## src/rtl/agmv_control_unit.sv

```systemverilog
// agmv_control_unit: multicycle fetch/decode/execute sequencer for the 8-bit AGM-V core.
// Owns pc and instruction register and drives memory strobes, register-file addresses and ALU op.
module agmv_control_unit #(
   parameter logic [7:0] PC_RESET   = 8'h00,
   parameter int         WAIT_LIMIT = 15
) (
   input  logic       clk,
   input  logic       rst,
   input  logic [7:0] mem_rdata,
   input  logic       mem_ready,
   input  logic       alu_zero,
   output logic [7:0] pc,
   output logic [7:0] mem_addr,
   output logic       mem_rd,
   output logic       mem_wr,
   output logic [7:0] ADR_1,
   output logic [7:0] ADR_2,
   output logic [7:0] ADR_3,
   output logic       reg_we,
   output logic [1:0] wb_sel,
   output logic [2:0] alu_op,
   output logic [7:0] imm,
   output logic       halted,
   output logic       bus_err,
   output logic       illegal_op
);
   localparam int CW = (WAIT_LIMIT > 0) ? $clog2(WAIT_LIMIT + 1) : 1;
   typedef enum logic [2:0] {FETCH0, FETCH1, DECODE, EXEC, MEM, HALT} state_t;
   state_t state, state_nxt;
   logic [7:0] ir;
   logic [CW-1:0] wait_cnt;
   logic [3:0] op;
   logic [1:0] rd, rs;
   logic is_alu, is_ld, is_st, taken, access, overrun;
   assign op = ir[7:4];
   assign rd = ir[3:2];
   assign rs = ir[1:0];
   assign is_alu = op inside {[4'h1:4'h4]};
   assign is_ld = op == 4'h6;
   assign is_st = op == 4'h7;
   assign taken = op == 4'h8 || (op == 4'h9 && alu_zero);
   assign access = state == FETCH0 || state == FETCH1 || state == MEM;
   // a limit of zero disables the timeout; the counter then simply sits at zero
   assign overrun = WAIT_LIMIT != 0 && access && !mem_ready && wait_cnt == CW'(WAIT_LIMIT);
   always_ff @(posedge clk or negedge rst) begin
      if (!rst) begin
         state    <= FETCH0;
         pc       <= PC_RESET;
         ir       <= '0;
         imm      <= '0;
         wait_cnt <= '0;
         bus_err  <= 1'b0;
      end else begin
         state    <= state_nxt;
         wait_cnt <= (state_nxt != state || mem_ready || !access) ? '0 :
                     wait_cnt + CW'(wait_cnt != CW'(WAIT_LIMIT));
         if (overrun) bus_err <= 1'b1;
         if (state == FETCH0 && mem_ready) begin
            ir <= mem_rdata;
            pc <= pc + 8'd1;
         end
         if (state == FETCH1 && mem_ready) begin
            imm <= mem_rdata;
            pc  <= pc + 8'd1;
         end
         if (state == EXEC && taken) pc <= imm;
      end
   end
   always_comb begin
      state_nxt = state;
      unique case (state)
         FETCH0:  state_nxt = mem_ready ? FETCH1 : FETCH0;
         FETCH1:  state_nxt = mem_ready ? DECODE : FETCH1;
         DECODE:  state_nxt = EXEC;
         EXEC:    state_nxt = (is_ld || is_st) ? MEM : (op == 4'hF) ? HALT : FETCH0;
         MEM:     state_nxt = mem_ready ? FETCH0 : MEM;
         default: state_nxt = HALT;
      endcase
      if (overrun) state_nxt = HALT;
   end
   // strobes are gated by rst so they drop the instant reset is asserted
   always_comb begin
      mem_addr   = (state == MEM) ? imm : pc;
      mem_rd     = rst && (state == FETCH0 || state == FETCH1 || (state == MEM && is_ld));
      mem_wr     = rst && state == MEM && is_st;
      reg_we     = rst && ((state == EXEC && (is_alu || op == 4'h5)) || (state == MEM && is_ld && mem_ready));
      wb_sel     = (op == 4'h5) ? 2'd1 : is_ld ? 2'd2 : 2'd0;
      alu_op     = is_alu ? {1'b0, op[1:0] - 2'd1} : 3'd1;
      halted     = state == HALT;
      illegal_op = rst && state == EXEC && op inside {[4'hA:4'hE]};
   end
   assign ADR_1 = {6'b0, rd};
   assign ADR_2 = {6'b0, rs};
   assign ADR_3 = {6'b0, rd};
endmodule

```

## config.mk

```make
export PLATFORM = sky130hd
export DESIGN_NAME = agmv_control_unit
export DESIGN_NICKNAME = d
export VERILOG_FILES = /design/src/rtl/agmv_control_unit.sv
export SDC_FILE = /design/constraint.sdc
export NUM_CORES = 1
export LEC_CHECK = 0
export ABC_AREA = 1
export CORE_MARGIN = 4
export CORE_UTILIZATION = 36
export DETAILED_ROUTE_END_ITERATION = 10
export GPL_ROUTABILITY_DRIVEN = 0
export PLACE_DENSITY_LB_ADDON = 0.08
export SYNTH_ARGS = -nofsm -noshare
export SYNTH_HDL_FRONTEND = slang
export SYNTH_SLANG_ARGS = --single-unit
```

## constraint.sdc

```tcl
create_clock -name clk -period 2.7 [get_ports clk]
set_input_delay 0.54 -clock clk [delete_from_list [all_inputs] [get_ports clk]]
set_output_delay 0.54 -clock clk [all_outputs]
set_load 0.01 [all_outputs]
```

==> results.toml, run 1 <==
[layout]
finish.instance_area_sq_um = 2572
area_growth_syn_to_layout_pct = 30.13
fin_nets = 334
seq_area_sq_um = 803.3
n_antenna_cell = 0
fin_cells = 384
multi_input_area_sq_um = 929.6
nFillCells = 522
drive_gt1_share_pct = 9.554

[timing]
hold_viol = 0
timing.final.crit_period_ps = 2547
rsz0062_at_grt = "no"
finalSetupViolCount = 0
post-route-period-util_pct = 94.34
fin_worst_skew_ps = 5.336
timing.final.ws_setup_ps = 152.8
drv_slew = 0
fmax_ghz = 0.3926
tns_ps = 0

[worst_setup_path]
cp_slowest_cell = "clkdlybuf4s50_1"
setup.worst_path.end_class = "output pin"
path_common_cell = "inv_1"
max_stage_delay_ps = 540
crit_chain = "inv_2, ha_1, inv_1, a31oi_2, inv_1, nor2_1, clkdlybuf4s50_1"
r2r-start = "ir[5]"
cp.required_ps = 2160
cp_max_fo = 5
worstSetupStartpointType = "flip-flop"
r2r_setup_slack_ps = 1060
path_class = "flip-flop to output pin"
worstPathArrival_ps = 2010
r2r_cells = 9
worstReg2RegEnd = "pc[2]"

[global_routing]
grt.total_usage_pct = 14.28
grt.overflow.total = 0
antenna_found_initial = 0
grt_max_degree = 33
grt_pass1_vias = 1578
grt_first_pass_wirelength_microns = 7369

[clock_tree]
insertion_delay_ps = 280
cts_tree = "done"
ctsHoldBuffers = 0
clkTransAtPathRegs_ps = 70
post_cts_buffers = 0
htreeDepth = 2
clockRootBuffer = "clkbuf_8"
numCtsBuffers = 5
clkSinkCount = 32
cts_max_path_buffers = 2

[synth]
synthCells = 264
ys_seq_area_share_pct = 40.51
syn_area_per_cell_sq_um = 7.488
synth_warnings = 0
ys_seq_elements = 32
syn_area_sq_um = 1977
ys_types = 24

[floorplanning]
die_area_sq_um = 6741
die_x_microns = 82.11
num_io_pins = 71
chipHeight_microns = 82.11
core_sq_um = 5205
rows = 26
start_util_pct = 37.98

[routing]
wire_per_inst_microns = 12.01
firstDrtPassIters = 4
antenna_left = 0
drtIter0Drc = 130
routed_wl_microns = 4610
vias = 1724
via_per_inst = 4.490
drcViolationCount = 0

[min_path]
holdPathStages = 1
min_delay_worst_endpoint = "bus_err"
worstHoldStart = "bus_err"
hold_path_class = "flip-flop to flip-flop"

[placement]
postPlaceCellArea_sq_um = 2457
port_buffers = 51
place_inst = 377
dp_hpwl_microns = 3482
pre_cts_ws_ps = 148.7

[power]
ir_drop_uv = 243.6
p_total_mw = 0.9234
power_density_nw_per_um2 = 358.9
p_leak_nw = 1.242

[flow_run]
drv_cap = 0

[run_status]
outcome = "finished clean"
## power breakdown
group          leakage [nW]  total [mW]  internal [mW]  switching, mW
combinational         0.767      0.0465         0.0170         0.0295
clock                0.0503       0.397          0.227          0.171
sequential            0.424       0.479          0.479              0
## state kept, by name (all words and copies together) (netlist names)
signal / flops
state: 3
bus_err: 1
imm: 8
ir: 8
wait_cnt: 4
pc: 8
## what timing repair did
action | 4_1_cts | 5_1_grt
setup endpoints to repair | 1 | 5
pin swaps | 0 | 0
gates resized for setup | 3 | 5
endpoints found under the hold margin | 0 | 0
cloned | 0 | 0
## cell families (layout without fill, tap and decap cells)
group | after synthesis | after routing | share of synthesized area (%)
AND/OR/NAND/NOR | 118 | 118 | 24.75
buffers and inverters | 61 | 93 | 16.58
AO/OA/AOI/OAI | 37 | 37 | 9.810
flip-flops | 32 | 32 | 40.51
adder cells (fa/ha/maj) | 8 | 8 | 5.063
XOR/XNOR | 7 | 7 | 3.101
other | 1 | 19 | 0.1897
## final cells by class
type | instances | area share [%]
Clock buffer | 7 | 3.745
Timing Repair Buffer | 54 | 20.82
Multi-Input combinational cell | 189 | 36.14
Inverter | 32 | 4.669
Sequential cell | 32 | 31.23
Tap cell | 70 | 3.405
## synth_stat cells
master     n  share of area, %
nand3_1   11               2.8
buf_4     25               9.5
nand2_1   66                13
o211ai_1   2              0.76
conb_1     1              0.19
o21bai_1   1              0.38
inv_2      7               1.3
nor2_1    26               4.9
buf_2      4               1.0
nor3_1     7               1.8
o21ai_1   19               4.8
nand3_2    1              0.51
a21oi_1    7               1.8
nor4_1     1              0.32
ha_1       8               5.1
nand2_2    4               1.3
dfrtp_1   32                41
a31oi_1    1              0.32
nand4_1    1              0.32
or2_2      1              0.32
o21ai_0    7               1.8
xor2_1     4               1.8
xnor2_1    3               1.3
inv_1     25               4.7
## critical path, delay by kind of cell, from the launching register on
kind / cells / cell delay [ps]
and+or+nand+nor: 1 / 90
DFF: 1 / 430
adders and majority gates: 1 / 180
AOI/OAI and AO/OA: 1 / 240
buffers and inverters: 4 / 790
## per-layer routing
layer / GRT usage (%) / share of wire (%)
met1: 18.58 / 47
met2: 23.42 / 46
met3: 4.013 / 6.3
met4: 3.488 / 0.89
met5: 0 / 0
## how the worst max path moves through the flow
stage,from,to,slack (ps),depth (start not counted)
final,ir[5],alu_op[1],150,7
after global routing,state[0],mem_addr[6],20,7
after CTS,ir[4],reg_we,10,7
after detailed placement,rst,illegal_op,150,4
after global placement,rst,illegal_op,190,4
after floorplan,ir[5],reg_we,750,6
## through the flow
step                      utilization [%]  hold WS, ps
after floorplan                         -        244.4
after global placement              47.21        457.7
after detailed placement            47.21        462.6
after CTS                           49.28        478.3
after global routing                49.42        484.3
final                               49.42        476.1
## placed cells by master, fill, tap and decap left out, types with 2 or more instances in the layout
cell,n
ha_1,8
o21ai_0,7
o21ai_1,19
inv_1,23
o211ai_1,2
nor2_1,25
dfrtp_1,30
dfrtp_2,2
nand2_1,66
clkdlybuf4s50_1,50
a21oi_1,7
xor2_1,4
buf_4,3
nand3_1,11
nand2_2,4
conb_1,19
clkbuf_8,7
inv_2,9
nor3_1,6
xnor2_1,3
(Power assumes the default switching activity.)
==> run 2, diff against run 1 <==
--- a/config.mk
+++ b/config.mk
@@ -10,6 +10,7 @@
 export CORE_UTILIZATION = 36
 export DETAILED_ROUTE_END_ITERATION = 10
 export GPL_ROUTABILITY_DRIVEN = 0
+export HOLD_SLACK_MARGIN = 0.06
 export PLACE_DENSITY_LB_ADDON = 0.08
 export SYNTH_ARGS = -nofsm -noshare
 export SYNTH_HDL_FRONTEND = slang
==> results of run 2 <==
The final DEF is identical to that of run 1; final timing and power are the same.
